### config.mk
export PLATFORM = sky130hd
export DESIGN_NAME = hazard_unit_flat
export DESIGN_NICKNAME = d
export VERILOG_FILES = /design/src/rtl/pipe_pkg.sv /design/src/rtl/hazard_unit_if.sv /design/src/rtl/hz_sat_counter.sv /design/src/rtl/hazard_unit.sv /design/src/flat_wrapper.sv
export SDC_FILE = /design/constraint.sdc
export NUM_CORES = 1
export LEC_CHECK = 0
export CORE_MARGIN = 2
export CORE_UTILIZATION = 30
export CTS_CLUSTER_SIZE = 40
export DETAILED_ROUTE_END_ITERATION = 12
export GPL_ROUTABILITY_DRIVEN = 0
export HOLD_SLACK_MARGIN = 0.02
export SYNTH_ARGS = -nofsm -noshare
export SYNTH_HDL_FRONTEND = slang
export SYNTH_HIERARCHICAL = 1
export SYNTH_SLANG_ARGS = --single-unit
### constraint.sdc
create_clock -name clk -period 2.95 [get_ports clk]
set_input_delay 0.59 -clock clk [delete_from_list [all_inputs] [get_ports clk]]
set_output_delay 0.59 -clock clk [all_outputs]
set_load 0.02 [all_outputs]
### src/rtl/pipe_pkg.sv
// Shared pipeline package: register constants, stage destination tag and
// the default hazard counter width.
package pipe_pkg;

  localparam logic [4:0] REG_X0    = 5'd0;
  localparam int         CNT_W_DEF = 16;

  // Destination record of an instruction occupying a pipeline stage.
  typedef struct packed {
    logic [4:0] rd;
    logic       wr;
    logic       ld;
  } stage_tag_t;

  localparam stage_tag_t TAG_BUBBLE = '0;

endpackage

### src/rtl/hazard_unit_if.sv
// Control interface between the ID stage, the hazard unit (master) and the
// ID/EX, IF/ID buffers and PC (slave).
interface hazard_unit_if;
  logic       id_valid;
  logic [4:0] id_rs1;
  logic [4:0] id_rs2;
  logic       id_use1;
  logic       id_use2;
  logic [4:0] id_rd;
  logic       id_RegWrite;
  logic       id_MemRead;
  logic       ex_branch_taken;

  logic       fwd_ex_1;
  logic       fwd_mem_1;
  logic       fwd_ex_2;
  logic       fwd_mem_2;
  logic       clear;
  logic       stall;
  logic       flush_if;

  modport master (
    input  id_valid, id_rs1, id_rs2, id_use1, id_use2, id_rd,
           id_RegWrite, id_MemRead, ex_branch_taken,
    output fwd_ex_1, fwd_mem_1, fwd_ex_2, fwd_mem_2, clear, stall, flush_if
  );

  modport slave (
    output id_valid, id_rs1, id_rs2, id_use1, id_use2, id_rd,
           id_RegWrite, id_MemRead, ex_branch_taken,
    input  fwd_ex_1, fwd_mem_1, fwd_ex_2, fwd_mem_2, clear, stall, flush_if
  );
endinterface

### src/rtl/hz_sat_counter.sv
// Saturating event counter clocked on the falling edge with a synchronous
// active-high reset, matching the pipeline stage buffers.
module hz_sat_counter #(
  parameter int W = 16
) (
  input  logic         clk,
  input  logic         rst,
  input  logic         inc,
  output logic [W-1:0] cnt
);

  logic [W-1:0] cnt_q;
  logic [W-1:0] cnt_d;

  always_comb begin
    cnt_d = cnt_q;
    if (inc && (cnt_q != {W{1'b1}})) begin
      cnt_d = cnt_q + W'(1);
    end
  end

  // NOTE: sequential state uses non-blocking assignments so every flop
  // samples its pre-edge inputs regardless of process evaluation order.
  always_ff @(negedge clk) begin
    if (rst) begin
      cnt_q <= '0;
    end else begin
      cnt_q <= cnt_d;
    end
  end

  assign cnt = cnt_q;

endmodule

### src/rtl/hazard_unit.sv
// Hazard and forwarding controller for the five-stage pipeline.
// Define HAZARD_FWD_EN for forwarding; otherwise every RAW dependency stalls.
module hazard_unit
  import pipe_pkg::*;
#(
  parameter int CNT_W = CNT_W_DEF
) (
  input  logic             clk,
  input  logic             rst,
  hazard_unit_if.master    hz,
  output logic [CNT_W-1:0] stall_cnt,
  output logic [CNT_W-1:0] flush_cnt
);

  stage_tag_t ex_q, ex_d;
  logic [4:0] mem_rd_q, mem_rd_d;
  logic       mem_wr_q, mem_wr_d;

  logic ex_m1, ex_m2, mem_m1, mem_m2;
  logic hazard;
  logic stall_s, clear_s, flush_s;

  always_comb begin
    // NOTE: every combinational output gets a default first so no path
    // through the block leaves a signal unassigned and infers a latch.
    ex_m1  = hz.id_valid && hz.id_use1 && (hz.id_rs1 != REG_X0) &&
             ex_q.wr && (ex_q.rd == hz.id_rs1);
    ex_m2  = hz.id_valid && hz.id_use2 && (hz.id_rs2 != REG_X0) &&
             ex_q.wr && (ex_q.rd == hz.id_rs2);
    mem_m1 = hz.id_valid && hz.id_use1 && (hz.id_rs1 != REG_X0) &&
             mem_wr_q && (mem_rd_q == hz.id_rs1);
    mem_m2 = hz.id_valid && hz.id_use2 && (hz.id_rs2 != REG_X0) &&
             mem_wr_q && (mem_rd_q == hz.id_rs2);

`ifdef HAZARD_FWD_EN
    // EX is the younger producer, so it wins over MEM; a load in EX has no
    // data yet and must be waited out for one cycle.
    hz.fwd_ex_1  = ex_m1 && !ex_q.ld;
    hz.fwd_ex_2  = ex_m2 && !ex_q.ld;
    hz.fwd_mem_1 = mem_m1 && !ex_m1;
    hz.fwd_mem_2 = mem_m2 && !ex_m2;
    hazard       = (ex_m1 || ex_m2) && ex_q.ld;
`else
    hz.fwd_ex_1  = 1'b0;
    hz.fwd_ex_2  = 1'b0;
    hz.fwd_mem_1 = 1'b0;
    hz.fwd_mem_2 = 1'b0;
    hazard       = ex_m1 || ex_m2 || mem_m1 || mem_m2;
`endif

    flush_s     = hz.ex_branch_taken;
    stall_s     = hazard && !flush_s;
    clear_s     = hazard || flush_s;
    hz.stall    = stall_s;
    hz.clear    = clear_s;
    hz.flush_if = flush_s;
  end

`ifndef HAZARD_FWD_EN
  logic unused_ex_ld;
  assign unused_ex_ld = ex_q.ld;
`endif

  always_comb begin
    mem_rd_d = ex_q.rd;
    mem_wr_d = ex_q.wr;
    ex_d     = TAG_BUBBLE;
    if (!(stall_s || clear_s || !hz.id_valid)) begin
      ex_d.rd = hz.id_rd;
      ex_d.wr = hz.id_RegWrite;
      ex_d.ld = hz.id_MemRead;
    end
  end

  always_ff @(negedge clk) begin
    if (rst) begin
      ex_q     <= TAG_BUBBLE;
      mem_rd_q <= REG_X0;
      mem_wr_q <= 1'b0;
    end else begin
      ex_q     <= ex_d;
      mem_rd_q <= mem_rd_d;
      mem_wr_q <= mem_wr_d;
    end
  end

  hz_sat_counter #(.W(CNT_W)) u_stall_cnt (
    .clk (clk),
    .rst (rst),
    .inc (stall_s),
    .cnt (stall_cnt)
  );

  hz_sat_counter #(.W(CNT_W)) u_flush_cnt (
    .clk (clk),
    .rst (rst),
    .inc (flush_s),
    .cnt (flush_cnt)
  );

endmodule
### src/flat_wrapper.sv
// flat-port wrapper written by rule: the top's interface ports become plain ports
module hazard_unit_flat import pipe_pkg::*;
#(
  parameter int CNT_W = CNT_W_DEF
)
  (clk, rst, stall_cnt, flush_cnt, hz_id_valid, hz_id_rs1, hz_id_rs2, hz_id_use1, hz_id_use2, hz_id_rd, hz_id_RegWrite, hz_id_MemRead, hz_ex_branch_taken, hz_fwd_ex_1, hz_fwd_mem_1, hz_fwd_ex_2, hz_fwd_mem_2, hz_clear, hz_stall, hz_flush_if);
  hazard_unit_if hz_i ();
  input  logic clk;
  input  logic rst;
  output logic [CNT_W-1:0] stall_cnt;
  output logic [CNT_W-1:0] flush_cnt;
  input wire logic [$bits(hz_i.id_valid)-1:0] hz_id_valid;
  input wire logic [$bits(hz_i.id_rs1)-1:0] hz_id_rs1;
  input wire logic [$bits(hz_i.id_rs2)-1:0] hz_id_rs2;
  input wire logic [$bits(hz_i.id_use1)-1:0] hz_id_use1;
  input wire logic [$bits(hz_i.id_use2)-1:0] hz_id_use2;
  input wire logic [$bits(hz_i.id_rd)-1:0] hz_id_rd;
  input wire logic [$bits(hz_i.id_RegWrite)-1:0] hz_id_RegWrite;
  input wire logic [$bits(hz_i.id_MemRead)-1:0] hz_id_MemRead;
  input wire logic [$bits(hz_i.ex_branch_taken)-1:0] hz_ex_branch_taken;
  output wire logic [$bits(hz_i.fwd_ex_1)-1:0] hz_fwd_ex_1;
  output wire logic [$bits(hz_i.fwd_mem_1)-1:0] hz_fwd_mem_1;
  output wire logic [$bits(hz_i.fwd_ex_2)-1:0] hz_fwd_ex_2;
  output wire logic [$bits(hz_i.fwd_mem_2)-1:0] hz_fwd_mem_2;
  output wire logic [$bits(hz_i.clear)-1:0] hz_clear;
  output wire logic [$bits(hz_i.stall)-1:0] hz_stall;
  output wire logic [$bits(hz_i.flush_if)-1:0] hz_flush_if;
  assign hz_i.id_valid = hz_id_valid;
  assign hz_i.id_rs1 = hz_id_rs1;
  assign hz_i.id_rs2 = hz_id_rs2;
  assign hz_i.id_use1 = hz_id_use1;
  assign hz_i.id_use2 = hz_id_use2;
  assign hz_i.id_rd = hz_id_rd;
  assign hz_i.id_RegWrite = hz_id_RegWrite;
  assign hz_i.id_MemRead = hz_id_MemRead;
  assign hz_i.ex_branch_taken = hz_ex_branch_taken;
  assign hz_fwd_ex_1 = hz_i.fwd_ex_1;
  assign hz_fwd_mem_1 = hz_i.fwd_mem_1;
  assign hz_fwd_ex_2 = hz_i.fwd_ex_2;
  assign hz_fwd_mem_2 = hz_i.fwd_mem_2;
  assign hz_clear = hz_i.clear;
  assign hz_stall = hz_i.stall;
  assign hz_flush_if = hz_i.flush_if;
  hazard_unit #(.CNT_W(CNT_W)) u_core (.clk(clk), .rst(rst), .hz(hz_i), .stall_cnt(stall_cnt), .flush_cnt(flush_cnt));
endmodule
==> results <==
- The clock share of power is 44.2%.
- The first detailed-routing pass took 4 iterations.
- The number of clock buffers added by TritonCTS is 5.
- The mean routed wirelength per cell is 14.9 um.
- The count of endpoints failing hold in the final timing report was 0.
- The filler cell count is 687.
- The sequential-to-total area share from yosys stat is 38.3%.
- The tool flagged a number of max-cap violations equal to 0.
- Counting flops and latches in the post-synthesis netlist gives 44.
- The largest fanout on the critical path is 3.
- In this run the power spent charging and discharging nets is 0.000428 W.
- For this configuration, the core starts out at a cell density of 31.4%.
- Setup repair after global routing could not meet its margin everywhere.
- The most common cell in the synthesized netlist is sky130_fd_sc_hd__dfxtp_1.
- The share of the synthesized area in the top cell type is 38.3%.
- The cell count of the worst reg-to-reg path is 10.
- The maximum root-to-sink buffer count is 2.
- The synthesized cell area is 2300 um^2.
- Setup slack on the critical path of the routed design comes to -1.13 ns.
- The layout net count is 453.
- The wire length of the first global-routing pass is 12500 um.
- Of the total power, combinational logic draws 10.5%.
- Yosys mapped a number of flops with a built-in enable equal to 0.
- A synthesized cell averages 8.77 um^2.
- The dominant register cell in the synthesized netlist is sky130_fd_sc_hd__dfxtp_1.
- The wire-length estimate of the detail-placed layout is 5140 um.
- Global routing consumed, over all layers together, 18.3% of the routing resources.
- Across the VDD grid, the largest voltage drop is 0.165 mV.
- The number of top-level pins is 62.
- The later-pin clock latency in the skew report is 0.37 ns.
- By startpoint and endpoint, the worst setup path is classified as primary input to register.
- The number of different library cells in the post-synthesis netlist is 43.
- The height of the die is 91.5 um.
- The arrival time of the worst setup path is 2.89 ns.
- The fraction of synthesis flops using an asynchronous set or reset pin is 0%.
- For this design the static power due to leakage is 1.80 nW.
- The number of clock sinks is 44.
- The cell taking the most area after synthesis is sky130_fd_sc_hd__dfxtp_1.
- The total wire length after detailed routing is 7860 um.
- The run finished, with violations left.
- The clock-pin transition on the worst setup and hold timing paths is 0.03 ns.
- The depth of the worst hold-timing path is 1.
- The count of buffers inserted at the top-level ports is 56.
- The sequential cell area is 893 um^2.
- TritonCTS built the clock tree.
- The number of synthesis warnings is 6.
- The max-slew violation count is 0.
- The area of the placeable core is 7330 um^2.
- The detailed-route vias per instance is 5.11.
- The worst hold path class is register to register.
- The setup slack of the worst register-to-register path is 0.37 ns.
- Net switching is 31.8% of the power.
- The total internal power is 0.000917 W.
- The worst reg2reg path startpoint is u_core/mem_rd_q[4].
- Setup violations remaining at the end of the flow were counted as 27.
- The antenna violation net count after detailed routing is 0.
- The total number of vias is 2697.
- By area the synthesized netlist is led by sky130_fd_sc_hd__dfxtp_1 38%, sky130_fd_sc_hd__xor2_1 6.9%, sky130_fd_sc_hd__a21oi_1 4.8%, sky130_fd_sc_hd__nor3_1 3.5%, sky130_fd_sc_hd__nor2b_1 2.7%.
- The signed area change from the synthesized netlist to the final layout is 73.9%.
- The number of diodes added for antenna fixing is 0.
- The detailed router finished its first iteration with 96 violations.
- STA classifies the critical path startpoint as a primary input.
- The completed layout was analyzed and its total power is 0.00134 W.
- By count the netlist is led by 44 x sky130_fd_sc_hd__dfxtp_1, 22 x sky130_fd_sc_hd__a21oi_1, 18 x sky130_fd_sc_hd__xor2_1.
- The die covers 8380 um^2.
- Measured on the finished design, the core utilization comes to 54.5%.
- The worst flop-to-flop path endpoint is u_core/u_stall_cnt/cnt[13].
- Synthesis produced 262 cells.
- The worst setup path is captured at a register.
- The worst slew margin relative to its limit is 41.6%.
- Hold repair after CTS inserted 0 buffers.
- The share of final-layout standard cells stronger than drive strength 1 is 44.8%.
- The number of antenna violations at the first check in global routing is 0.
- Across the routed clock network, the largest skew measured is 0.0192 ns.
- The data required time of the worst path is 1.77 ns.
- The via count of the first global-routing pass is 2729.
- The startpoint identified for the worst hold timing path is u_core/mem_rd_d[0].
- The sequential fraction of design power is 45.4%.
- Power spread over the standard cell area amounts to 337 nW/um^2.
- In the routed design, unresolved DRC markers number 0.
- The die width is 91.5 um.
- The slew at the pin with the worst max-slew slack is 0.869 ns.
- In the final layout, the multi-input gates occupy 1650 um^2.
- Row generation in the floorplan step produced 31 rows.
- The final cell area excluding filler cells is 4000 um^2.
- Entering global routing, the biggest net connects 17 pins.
- The root buffer cell is sky130_fd_sc_hd__clkbuf_8.
- The H-tree depth is 2.
- For this run the aggregate overflow at the end of global routing stands at 0.
- The placed instances occupy a cell area of 3400 um^2.
- The terminating pin of the worst hold path is u_core/mem_rd_q[0].
- The checks that failed: setup timing.
[power by group through the flow]
| stage | Combinational, W | Clock (W) | Sequential, W |
|---|---|---|---|
| floorplan | 0.0000513 | 0.0000977 | 0.000624 |
| global placement | 0.000130 | 0.0000977 | 0.000619 |
| detailed placement | 0.000132 | 0.0000977 | 0.000619 |
| CTS | 0.000139 | 0.000625 | 0.000609 |
| global route | 0.000152 | 0.000696 | 0.000609 |
| finish | 0.000141 | 0.000594 | 0.000610 |
[per-layer routing]
layer  GRT usage (%)  routed length [um]  vias to the layer above
li1                -                   -                     1307
met1            20.7                3280                     1289
met2            31.6                4100                       90
met3            5.31                 367                       11
met4            8.33                 121                        0
met5               0                   0                        -
[repair_timing]
| item | 4_1_cts | 5_1_grt |
|---|---|---|
| resized for setup | 236 | 59 |
| setup endpoints to repair | 69 | 52 |
| setup buffers | 21 | 3 |
| pin swaps | 41 | 27 |
[worst max-delay path, cell delays in order]
cell and delay [ns]:
sky130_fd_sc_hd__buf_6 0.10, sky130_fd_sc_hd__buf_6 0.11, sky130_fd_sc_hd__xor2_1 0.14, sky130_fd_sc_hd__nor4_1 0.27, sky130_fd_sc_hd__a32oi_1 0.11, sky130_fd_sc_hd__o22ai_2 0.22, sky130_fd_sc_hd__nor2b_4 0.20, sky130_fd_sc_hd__nand3_2 0.10
sky130_fd_sc_hd__or3_4 0.40, sky130_fd_sc_hd__buf_6 0.13, sky130_fd_sc_hd__or4_4 0.41, sky130_fd_sc_hd__a21oi_2 0.12
[cells by family (layout without fill, tap and decap cells)]
| logic type | after synthesis | in the layout | synth area share (%) |
|---|---|---|---|
| buffers and inverters | 19 | 183 | 4.14 |
| AO/OA/AOI/OAI | 55 | 55 | 16.0 |
| adder cells (fa/ha/maj) | 2 | 2 | 1.09 |
| other | 1 | 4 | 0.163 |
| multiplexers | 4 | 4 | 1.74 |
| AND/OR/NAND/NOR | 115 | 115 | 30.2 |
| flip-flops | 44 | 44 | 38.3 |
| XOR/XNOR | 22 | 22 | 8.38 |
[through the flow]
| step | cells | setup TNS [ns] | setup slack [ns] | hold WS (ns) |
|---|---|---|---|---|
| after floorplan | 265 | -18.77 | -1.46 | 0.444 |
| after global placement | 464 | -43.31 | -1.69 | 0.469 |
| after global routing | 528 | -20.21 | -1.22 | 0.526 |
| after detailed placement | 464 | -44.09 | -1.73 | 0.474 |
| final | 528 | -18.04 | -1.13 | 0.503 |
| after CTS | 528 | -18.42 | -1.07 | 0.492 |
[sequential cells by signal, indices dropped and copies added (netlist names)]
name	cells
u_core/mem_rd_q	5
u_core/mem_rd_d	5
u_core/u_flush_cnt/cnt	16
u_core/mem_wr_d	1
u_core/u_stall_cnt/cnt	16
u_core/mem_wr_q	1
[cell type report]
cell class,count,area share [%]
Clock inverter,47,4.45
Multi-Input combinational cell,202,41.4
Inverter,2,0.188
Sequential cell,44,22.4
Timing Repair Buffer,129,26.8
Clock buffer,5,1.72
Tap cell,99,3.10
[cells in the final DEF, fill, tap and decap left out, types with 3 or more instances in the layout]
master / netlist / layout
sky130_fd_sc_hd__a21oi_2: 0 / 7
sky130_fd_sc_hd__conb_1: 1 / 4
sky130_fd_sc_hd__xor2_1: 18 / 16
sky130_fd_sc_hd__dfxtp_2: 0 / 10
sky130_fd_sc_hd__nor2b_1: 10 / 9
sky130_fd_sc_hd__nand4_1: 8 / 8
sky130_fd_sc_hd__nor3_1: 16 / 12
sky130_fd_sc_hd__clkbuf_8: 0 / 5
sky130_fd_sc_hd__nor4bb_1: 5 / 3
sky130_fd_sc_hd__or3_1: 6 / 4
sky130_fd_sc_hd__mux2i_1: 4 / 4
sky130_fd_sc_hd__nor4_1: 6 / 3
sky130_fd_sc_hd__and4_1: 4 / 4
sky130_fd_sc_hd__a31oi_1: 8 / 8
sky130_fd_sc_hd__nor2_1: 12 / 11
sky130_fd_sc_hd__nand2_1: 12 / 11
sky130_fd_sc_hd__buf_2: 4 / 18
sky130_fd_sc_hd__o31ai_4: 0 / 3
sky130_fd_sc_hd__clkdlybuf4s50_1: 0 / 10
sky130_fd_sc_hd__a21oi_1: 22 / 14
sky130_fd_sc_hd__and3_1: 4 / 3
sky130_fd_sc_hd__buf_8: 0 / 3
sky130_fd_sc_hd__nand3_1: 10 / 6
sky130_fd_sc_hd__buf_6: 0 / 22
sky130_fd_sc_hd__or4_4: 1 / 6
sky130_fd_sc_hd__o31ai_1: 8 / 4
sky130_fd_sc_hd__dfxtp_1: 44 / 34
sky130_fd_sc_hd__inv_1: 5 / 48
sky130_fd_sc_hd__nand3_2: 4 / 6
sky130_fd_sc_hd__or3_4: 0 / 4
sky130_fd_sc_hd__buf_4: 5 / 74
[worst max-delay path by stage]
stage          cells after the start                    endpoint  slack, ns          startpoint
6_report                          12  u_core/u_stall_cnt/cnt[13]      -1.13        hz_id_rs2[2]
3_3_place_gp                      10  u_core/u_stall_cnt/cnt[13]      -1.69        hz_id_rs2[3]
3_5_place_dp                      10   u_core/u_stall_cnt/cnt[9]      -1.73        hz_id_rs2[2]
4_1_cts                            9                    hz_clear      -1.07  u_core/mem_rd_d[1]
2_1_floorplan                     11  u_core/u_stall_cnt/cnt[13]      -1.46        hz_id_rs2[2]
5_1_grt                           11  u_core/u_stall_cnt/cnt[13]      -1.22        hz_id_rs2[2]
Power figures use the tool's default switching activity.
